===== config.mk =====
export PLATFORM = sky130hd
export DESIGN_NAME = line_follow_ctrl_v2
export DESIGN_NICKNAME = d
export VERILOG_FILES = /design/src/rtl/line_follow_pkg.sv /design/src/rtl/lfa_classifier.sv /design/src/rtl/line_follow_ctrl_v2.sv
export SDC_FILE = /design/constraint.sdc
export NUM_CORES = 1
export LEC_CHECK = 0
export CORE_MARGIN = 2
export CORE_UTILIZATION = 45
export CTS_CLUSTER_DIAMETER = 200
export CTS_CLUSTER_SIZE = 10
export DETAILED_ROUTE_END_ITERATION = 10
export MAX_ROUTING_LAYER = met4
export PLACE_DENSITY = 0.73
export SLEW_MARGIN = 20
export SYNTH_ARGS = -nofsm -noshare
export SYNTH_HDL_FRONTEND = slang
export SYNTH_SLANG_ARGS = --single-unit
export TNS_END_PERCENT = 5

===== constraint.sdc =====
create_clock -name clk_3125KHz -period 3.6 [get_ports clk_3125KHz]
set_input_delay 1.08 -clock clk_3125KHz [delete_from_list [all_inputs] [get_ports clk_3125KHz]]
set_output_delay 1.08 -clock clk_3125KHz [all_outputs]
set_load 0.02 [all_outputs]

===== src/rtl/line_follow_pkg.sv =====
// Shared types and drive patterns for the line-following motor controller.
// Used by line_follow_ctrl_v2 (optional LOST state via LINE_FOLLOW_LOST_RECOVERY_EN).
package line_follow_pkg;

  localparam int unsigned PAT_DUTY_W = 5;

  typedef enum logic [2:0] {
    ST_IDLE   = 3'd0,
    ST_FOLLOW = 3'd1,
    ST_NODE   = 3'd2,
    ST_TURN   = 3'd3,
    ST_LOST   = 3'd4,
    ST_STOP   = 3'd5
  } state_t;

  typedef enum logic [1:0] {
    TURN_STRAIGHT = 2'd0,
    TURN_RIGHT    = 2'd1,
    TURN_UTURN    = 2'd2,
    TURN_LEFT     = 2'd3
  } turn_t;

  // H-bridge direction pins plus left/right duty words, applied together.
  typedef struct packed {
    logic                  m1_a;
    logic                  m1_b;
    logic                  m2_a;
    logic                  m2_b;
    logic [PAT_DUTY_W-1:0] dc1;
    logic [PAT_DUTY_W-1:0] dc2;
  } drive_t;

  localparam drive_t DRV_FWD     = '{m1_a: 1'b1, m1_b: 1'b0, m2_a: 1'b1, m2_b: 1'b0, dc1: 5'd16, dc2: 5'd20};
  localparam drive_t DRV_STEER_R = '{m1_a: 1'b1, m1_b: 1'b0, m2_a: 1'b0, m2_b: 1'b1, dc1: 5'd20, dc2: 5'd10};
  localparam drive_t DRV_STEER_L = '{m1_a: 1'b0, m1_b: 1'b1, m2_a: 1'b1, m2_b: 1'b0, dc1: 5'd10, dc2: 5'd24};
  localparam drive_t DRV_T_RIGHT = '{m1_a: 1'b1, m1_b: 1'b0, m2_a: 1'b0, m2_b: 1'b1, dc1: 5'd18, dc2: 5'd5};
  localparam drive_t DRV_T_UTURN = '{m1_a: 1'b1, m1_b: 1'b0, m2_a: 1'b0, m2_b: 1'b1, dc1: 5'd10, dc2: 5'd28};
  localparam drive_t DRV_T_LEFT  = '{m1_a: 1'b0, m1_b: 1'b1, m2_a: 1'b1, m2_b: 1'b0, dc1: 5'd3,  dc2: 5'd24};
  localparam drive_t DRV_HALT    = '{m1_a: 1'b0, m1_b: 1'b0, m2_a: 1'b0, m2_b: 1'b0, dc1: 5'd0,  dc2: 5'd0};

  function automatic drive_t turn_drive(input turn_t t);
    case (t)
      TURN_RIGHT: return DRV_T_RIGHT;
      TURN_UTURN: return DRV_T_UTURN;
      TURN_LEFT:  return DRV_T_LEFT;
      default:    return DRV_FWD;
    endcase
  endfunction

endpackage


===== src/rtl/lfa_classifier.sv =====
// Per-channel black/white classification with hysteresis between LO_TH and HI_TH.
// Classes are combinational from the current reading so the controller reacts in one cycle.
module lfa_classifier #(
  parameter int unsigned NUM_SENSORS = 3,
  parameter int unsigned ADC_W       = 12,
  parameter int unsigned HI_TH       = 1000,
  parameter int unsigned LO_TH       = 200
) (
  input  logic                         clk,
  input  logic                         rst,
  input  logic [NUM_SENSORS*ADC_W-1:0] sensors_i,
  output logic [NUM_SENSORS-1:0]       black_c,
  output logic                         all_black_c,
  output logic                         all_white_c
);

  logic [NUM_SENSORS-1:0] class_q;
  logic [NUM_SENSORS-1:0] class_d;

  // Readings inside the dead band keep the previous class.
  always_comb begin
    class_d = class_q;
    for (int unsigned i = 0; i < NUM_SENSORS; i++) begin
      if (sensors_i[i*ADC_W +: ADC_W] > ADC_W'(HI_TH)) begin
        class_d[i] = 1'b1;
      end else if (sensors_i[i*ADC_W +: ADC_W] < ADC_W'(LO_TH)) begin
        class_d[i] = 1'b0;
      end
    end
  end

  always_ff @(posedge clk) begin
    if (rst) begin
      class_q <= '0;
    end else begin
      class_q <= class_d;
    end
  end

  assign black_c     = class_d;
  assign all_black_c = &class_d;
  assign all_white_c = ~|class_d;

endmodule


===== src/rtl/line_follow_ctrl_v2.sv =====
// Line-following motor controller: IDLE/FOLLOW/NODE/TURN/STOP FSM with registered drive outputs.
// Define LINE_FOLLOW_LOST_RECOVERY_EN to add the LOST state that pivots back onto the line.
module line_follow_ctrl_v2
  import line_follow_pkg::*;
#(
  parameter int unsigned NUM_SENSORS   = 3,
  parameter int unsigned ADC_W         = 12,
  parameter int unsigned HI_TH         = 1000,
  parameter int unsigned LO_TH         = 200,
  parameter int unsigned DUTY_W        = 5,
  parameter int unsigned NODE_DEBOUNCE = 8,
  parameter int unsigned TURN_MIN      = 3125,
  parameter int unsigned TURN_MAX      = 62500,
  parameter int unsigned LOST_CYCLES   = 1563
) (
  input  logic                         clk_3125KHz,
  input  logic                         rst,
  input  logic                         start,
  input  logic                         end_path,
  input  logic [NUM_SENSORS*ADC_W-1:0] sensors,
  input  logic [1:0]                   turn_flag,
  output logic                         m1_a,
  output logic                         m1_b,
  output logic                         m2_a,
  output logic                         m2_b,
  output logic [DUTY_W-1:0]            dc1,
  output logic [DUTY_W-1:0]            dc2,
  output logic                         node_flag,
  output logic                         node_changed,
  output logic [7:0]                   node_count,
  output logic                         turn_timeout,
  output logic [2:0]                   state_o
);

  localparam int unsigned C      = (NUM_SENSORS - 1) / 2;
  localparam int unsigned DEB_W  = $clog2(NODE_DEBOUNCE + 1);
  localparam int unsigned TURN_W = $clog2(TURN_MAX + 1);

  logic [NUM_SENSORS-1:0] black_c;
  logic                   all_black_c;
  logic                   all_white_c;

  lfa_classifier #(
    .NUM_SENSORS (NUM_SENSORS),
    .ADC_W       (ADC_W),
    .HI_TH       (HI_TH),
    .LO_TH       (LO_TH)
  ) u_classifier (
    .clk         (clk_3125KHz),
    .rst         (rst),
    .sensors_i   (sensors),
    .black_c     (black_c),
    .all_black_c (all_black_c),
    .all_white_c (all_white_c)
  );

  state_t              state_q, state_d;
  drive_t              drv_q, drv_d;
  logic [DEB_W-1:0]    deb_q, deb_d, deb_inc;
  logic [TURN_W-1:0]   turn_cnt_q, turn_cnt_d, turn_cnt_inc;
  turn_t               turn_reg_q, turn_reg_d;
  logic [7:0]          node_count_q, node_count_d;
  logic                node_flag_q, node_flag_d;
  logic                node_changed_q, node_changed_d;
  logic                turn_timeout_q, turn_timeout_d;

  logic                right_any, left_any, only_r, only_l, reacq;
  logic                turn_ok, turn_expired;
  drive_t              follow_drv;

`ifdef LINE_FOLLOW_LOST_RECOVERY_EN
  localparam int unsigned LOST_W = $clog2(LOST_CYCLES + 1);
  logic [LOST_W-1:0]   lost_cnt_q, lost_cnt_d;
  logic                last_right_q, last_right_d;
  drive_t              lost_drv;
`endif

  // Which side of the centre channel currently sees the line.
  always_comb begin
    right_any = 1'b0;
    left_any  = 1'b0;
    for (int unsigned i = 0; i < NUM_SENSORS; i++) begin
      if (i > C) right_any = right_any | black_c[i];
      if (i < C) left_any  = left_any  | black_c[i];
    end
  end

  assign only_r = right_any & ~left_any & ~black_c[C];
  assign only_l = left_any & ~right_any & ~black_c[C];
  assign reacq  = black_c[C] & ~black_c[0] & ~black_c[NUM_SENSORS-1];

  always_comb begin
    follow_drv = DRV_FWD;
    if (all_white_c)  follow_drv = DRV_FWD;
    else if (only_r)  follow_drv = DRV_STEER_R;
    else if (only_l)  follow_drv = DRV_STEER_L;
  end

  assign deb_inc      = (&deb_q) ? deb_q : deb_q + DEB_W'(1);
  assign turn_cnt_inc = (&turn_cnt_q) ? turn_cnt_q : turn_cnt_q + TURN_W'(1);
  assign turn_ok      = (turn_cnt_q >= TURN_W'(TURN_MIN)) && reacq;
  assign turn_expired = turn_cnt_q >= TURN_W'(TURN_MAX);

`ifdef LINE_FOLLOW_LOST_RECOVERY_EN
  assign lost_drv = last_right_q ? DRV_STEER_R : DRV_STEER_L;

  always_comb begin
    last_right_d = last_right_q;
    if (right_any && !left_any)      last_right_d = 1'b1;
    else if (left_any && !right_any) last_right_d = 1'b0;
  end
`endif

  // Next-state and next-output logic; end_path overrides every transition.
  always_comb begin
    state_d        = state_q;
    drv_d          = drv_q;
    deb_d          = deb_q;
    turn_cnt_d     = turn_cnt_q;
    turn_reg_d     = turn_reg_q;
    node_count_d   = node_count_q;
    node_changed_d = 1'b0;
    turn_timeout_d = 1'b0;
`ifdef LINE_FOLLOW_LOST_RECOVERY_EN
    lost_cnt_d     = '0;
`endif

    if (end_path) begin
      state_d = ST_STOP;
      drv_d   = DRV_HALT;
    end else begin
      unique case (state_q)
        ST_IDLE: begin
          drv_d = DRV_HALT;
          if (start) begin
            state_d = ST_FOLLOW;
            drv_d   = follow_drv;
          end
        end

        ST_FOLLOW: begin
          drv_d = follow_drv;
          if (all_black_c) begin
            state_d = ST_NODE;
            deb_d   = DEB_W'(1);
            drv_d   = drv_q;
          end
`ifdef LINE_FOLLOW_LOST_RECOVERY_EN
          else if (all_white_c) begin
            if (lost_cnt_q >= LOST_W'(LOST_CYCLES - 1)) begin
              state_d = ST_LOST;
              drv_d   = lost_drv;
            end else begin
              lost_cnt_d = lost_cnt_q + LOST_W'(1);
            end
          end
`endif
        end

        // Drive holds the last FOLLOW pattern while the node is debounced.
        ST_NODE: begin
          if (!all_black_c) begin
            state_d = ST_FOLLOW;
            deb_d   = '0;
            drv_d   = follow_drv;
          end else if (deb_inc >= DEB_W'(NODE_DEBOUNCE)) begin
            state_d    = ST_TURN;
            deb_d      = '0;
            turn_reg_d = turn_t'(turn_flag);
            turn_cnt_d = '0;
            drv_d      = turn_drive(turn_t'(turn_flag));
          end else begin
            deb_d = deb_inc;
          end
        end

        ST_TURN: begin
          drv_d      = turn_drive(turn_reg_q);
          turn_cnt_d = turn_cnt_inc;
          if (turn_ok || turn_expired) begin
            state_d        = ST_FOLLOW;
            drv_d          = follow_drv;
            turn_cnt_d     = '0;
            node_changed_d = 1'b1;
            turn_timeout_d = ~turn_ok;
            node_count_d   = node_count_q + 8'd1;
          end
        end

`ifdef LINE_FOLLOW_LOST_RECOVERY_EN
        ST_LOST: begin
          drv_d = lost_drv;
          if (!all_white_c) begin
            state_d = ST_FOLLOW;
            drv_d   = follow_drv;
          end
        end
`endif

        ST_STOP: begin
          drv_d = DRV_HALT;
        end

        default: begin
          state_d = ST_IDLE;
          drv_d   = DRV_HALT;
        end
      endcase
    end
  end

  assign node_flag_d = (state_d == ST_NODE) || (state_d == ST_TURN);

  always_ff @(posedge clk_3125KHz) begin
    if (rst) begin
      state_q        <= ST_IDLE;
      drv_q          <= DRV_HALT;
      deb_q          <= '0;
      turn_cnt_q     <= '0;
      turn_reg_q     <= TURN_STRAIGHT;
      node_count_q   <= '0;
      node_flag_q    <= 1'b0;
      node_changed_q <= 1'b0;
      turn_timeout_q <= 1'b0;
`ifdef LINE_FOLLOW_LOST_RECOVERY_EN
      lost_cnt_q     <= '0;
      last_right_q   <= 1'b0;
`endif
    end else begin
      state_q        <= state_d;
      drv_q          <= drv_d;
      deb_q          <= deb_d;
      turn_cnt_q     <= turn_cnt_d;
      turn_reg_q     <= turn_reg_d;
      node_count_q   <= node_count_d;
      node_flag_q    <= node_flag_d;
      node_changed_q <= node_changed_d;
      turn_timeout_q <= turn_timeout_d;
`ifdef LINE_FOLLOW_LOST_RECOVERY_EN
      lost_cnt_q     <= lost_cnt_d;
      last_right_q   <= last_right_d;
`endif
    end
  end

  assign m1_a         = drv_q.m1_a;
  assign m1_b         = drv_q.m1_b;
  assign m2_a         = drv_q.m2_a;
  assign m2_b         = drv_q.m2_b;
  assign dc1          = DUTY_W'(drv_q.dc1);
  assign dc2          = DUTY_W'(drv_q.dc2);
  assign node_flag    = node_flag_q;
  assign node_changed = node_changed_q;
  assign node_count   = node_count_q;
  assign turn_timeout = turn_timeout_q;
  assign state_o      = state_q;

endmodule


==> flow_metrics.py <==
metrics = {
    "timing": {
        "slew_headroom": 0.635,
        "fin_ws_ns": 0.289,
        "setup_violations": 0,
        "slew_viol_final": 0,
        "hold_ws_ns": 0.461,
        "skew_ns": 0.00995,
        "rsz0062_at_grt": "no",
        "finalCritPeriodShare": 0.920,
        "worst_pin_slew_ns": 0.542,
        "fin_setup_tns_ns": 0,
        "max_freq_mhz": 302,
        "finalHoldViolCount": 0,
        "layout_min_cycle_time_ns": 3.31,
    },
    "cts": {
        "insertion_delay_ns": 0.31,
        "clock_tree.root_cell": "clkbuf_8",
        "cts-buffers-inserted": 5,
        "holdBufCountCts": 0,
        "cts_resized": 0,
        "cts_buffer_depth": 2,
        "cts.sinks": 52,
        "ctsHtreeMaxLevel": 2,
        "cts_tree": "yes",
        "cts_setup_buffers": 0,
        "path_clk_slew_ns": 0.09,
    },
    "logic_synthesis": {
        "postSynthAreaPerCell_um2": 8.21,
        "netlist_instances": 371,
        "yosys.area.top_type": "dfxtp_1",
        "syn-cell-area_um2": 3050,
        "yosysTopAreaCellShare": 0.342,
        "yosysMostFrequentCell": "dfxtp_1",
        "synth_ff_type": "dfxtp_1",
        "netlist_top_cells_count": "dfxtp_1, nor2_1, nand2_1",
        "synth-warning-count": 0,
        "netlist-cell-type-count": 60,
        "mappedNetlistNets": 430,
        "synth_edf_count": 0,
        "synth_seq_area_share": 0.342,
        "ys_ff_latch": 52,
        "async_flop_share": 0,
        "synth.area.top_cells": "dfxtp_1, ha_1, nor2_1",
    },
    "cells_and_area": {
        "drive_gt1_frac": 0.0826,
        "regArea_um2": 1040,
        "final_core_util": 0.616,
        "area_delta_synth_final_pct": 30.6,
        "antenna_cells": 0,
        "multi_input_area_um2": 1890,
        "n_fill_cell": 613,
        "nets": 506,
    },
    "setup_path": {
        "startpoint_type": "input pin",
        "required_ns": 3.80,
        "reg2reg_to": "turn_cnt_q[5]$_SDFFE_PP0P_",
        "worstSetupEndpointType": "flop",
        "path_max_fanout": 9,
        "crit_family": "compound AO/OA/AOI/OAI gates",
        "rr_startpoint": "deb_q[0]$_SDFFE_PP0P_",
        "crit_slowest_cell": "clkdlybuf4s50_1",
        "reg2reg_depth": 9,
        "worstPathArrival_ns": 3.51,
        "r2r_slack_ns": 1.27,
        "path_cells": "clkdlybuf4s50_1, o311a_1, o31a_1, a211oi_2, and4_1, nor2_4, a211o_1, a22o_1",
        "slowest_delay_ns": 0.45,
        "path_class": "input pin to flop",
        "worst-path-buf-inv": 1,
    },
    "flow_run": {
        "maxCapViolations": 0,
    },
    "place": {
        "io_buffers": 69,
        "gp_congestion": 0.935,
        "post-place-ws_ns": -0.0275,
        "hpwl_um": 6080,
    },
    "hold_path": {
        "hp-class": "flop to flop",
        "min_path_cells": 2,
        "holdPathEnd": "dc2[2]$_SDFFE_PP0P_",
        "hold_path.startpoint": "dc2[2]$_SDFFE_PP0P_",
    },
    "power": {
        "finalPower_w": 0.00114,
        "p_leak_nw": 1.47,
        "peakVddDrop_uv": 211,
        "power_density_nw_per_um2": 285,
    },
    "floorplan": {
        "num_rows": 29,
        "coreArea_um2": 6460,
        "die_w_um": 86.3,
        "die_h_um": 86.3,
        "ios": 70,
        "initial_utilization": 0.472,
        "die_area_um2": 7440,
    },
    "detailed_routing": {
        "viasPerCell": 5.81,
        "route.detailed.drc": 0,
        "drt_iter0_drc": 261,
        "ant_nets": 0,
        "first_pass_iters": 5,
        "routedWlPerCell_um": 15.3,
        "routed_wl_um": 8040,
        "num_vias": 3049,
    },
    "grt": {
        "grt_antenna_before_repair": 0,
        "grt_pass1_vias": 2922,
        "gr-total-overflow": 0,
        "grt_pass1_wl_um": 13500,
        "grt_max_degree": 30,
        "grt_usage": 0.227,
    },
    "run_status": {
        "status": "complete, no violations",
    },
}
## cell families (layout without fill, tap and decap cells)
family / count (synthesis) / in the layout / share of synthesized area
AND/OR/NAND/NOR: 160 / 160 / 0.267
AO/OA/AOI/OAI: 96 / 96 / 0.227
flip-flops: 52 / 52 / 0.342
buffers and inverters: 27 / 104 / 0.0382
adder cells (fa/ha/maj): 17 / 17 / 0.0698
XOR/XNOR: 14 / 14 / 0.0402
multiplexers: 5 / 5 / 0.0164
## tightest hold or removal path: stages, from the launching register on
cell	delay, ns
dfxtp_1	0.33
nand2_1	0.04
o21ai_0	0.05
## placed cells by master, fill, tap and decap left out, types with 4 or more instances in the layout
master / Yosys / routed
a21oi_1: 15 / 15
a31oi_1: 13 / 13
and2_1: 4 / 4
and3_1: 6 / 6
buf_4: 1 / 14
clkbuf_8: 0 / 6
clkdlybuf4s50_1: 0 / 69
dfxtp_1: 52 / 52
ha_1: 17 / 17
inv_1: 12 / 12
mux2i_1: 5 / 5
nand2_1: 26 / 26
nand2b_1: 5 / 5
nand3_1: 11 / 11
nand4_1: 14 / 14
nor2_1: 49 / 49
nor2b_1: 4 / 4
nor3_1: 12 / 12
nor4_1: 7 / 7
o211ai_1: 8 / 8
o21ai_0: 19 / 19
o311a_1: 4 / 4
or3_1: 8 / 8
xor2_1: 11 / 11
## registers in the layout, summed over array words and instances, names as in the netlist
signal                count
deb_q                     4
node_flag                 1
m1_a                      1
dc1                       5
turn_cnt_q               16
turn_reg_q                2
m2_a                      1
turn_timeout              1
node_changed              1
state_o                   3
m2_b                      1
node_count                8
m1_b                      1
dc2                       4
u_classifier.class_q      3
## where the power goes
part,total [W],internal [W],switching [W]
combinational,0.000195,0.0000974,0.0000977
clock,0.000346,0.000154,0.000192
sequential,0.000595,0.000585,0.00000997
## how the worst max path moves through the flow
stage          startpoint             endpoint  slack, ns  cells past startpoint
6_report       sensors[4]  dc1[1]$_SDFFE_PP0P_       0.29                      8
5_1_grt        sensors[4]  dc1[1]$_SDFFE_PP0P_       0.20                      8
4_1_cts        sensors[4]  dc1[1]$_SDFFE_PP0P_       0.29                      8
3_5_place_dp   sensors[4]  dc1[1]$_SDFFE_PP0P_      -0.03                      8
3_3_place_gp   sensors[4]  dc1[1]$_SDFFE_PP0P_       0.05                      8
2_1_floorplan  sensors[4]  dc1[1]$_SDFFE_PP0P_       0.71                      8
## layer usage
metal | part of all wire | vias up | track usage
li1 | - | 1514 | -
met1 | 0.46 | 1423 | 0.295
met2 | 0.46 | 105 | 0.371
met3 | 0.069 | 7 | 0.0467
met4 | 0.0083 | 0 | 0.0469
met5 | 0 | - | -
## stage by stage
step,instances,area (µm²)
5_1_grt,525,3980
6_report,525,3980
2_1_floorplan,371,3050
3_3_place_gp,517,3890
4_1_cts,525,3980
3_5_place_dp,517,3890
## final cells by class
class,count,area share
multi-input cells,292,0.475
clock inverters,2,0.00251
well taps,77,0.0242
repair buffers,84,0.205
inverters,12,0.0113
flip-flops and latches,52,0.262
clock buffers,6,0.0207
(Power assumes the default switching activity.)
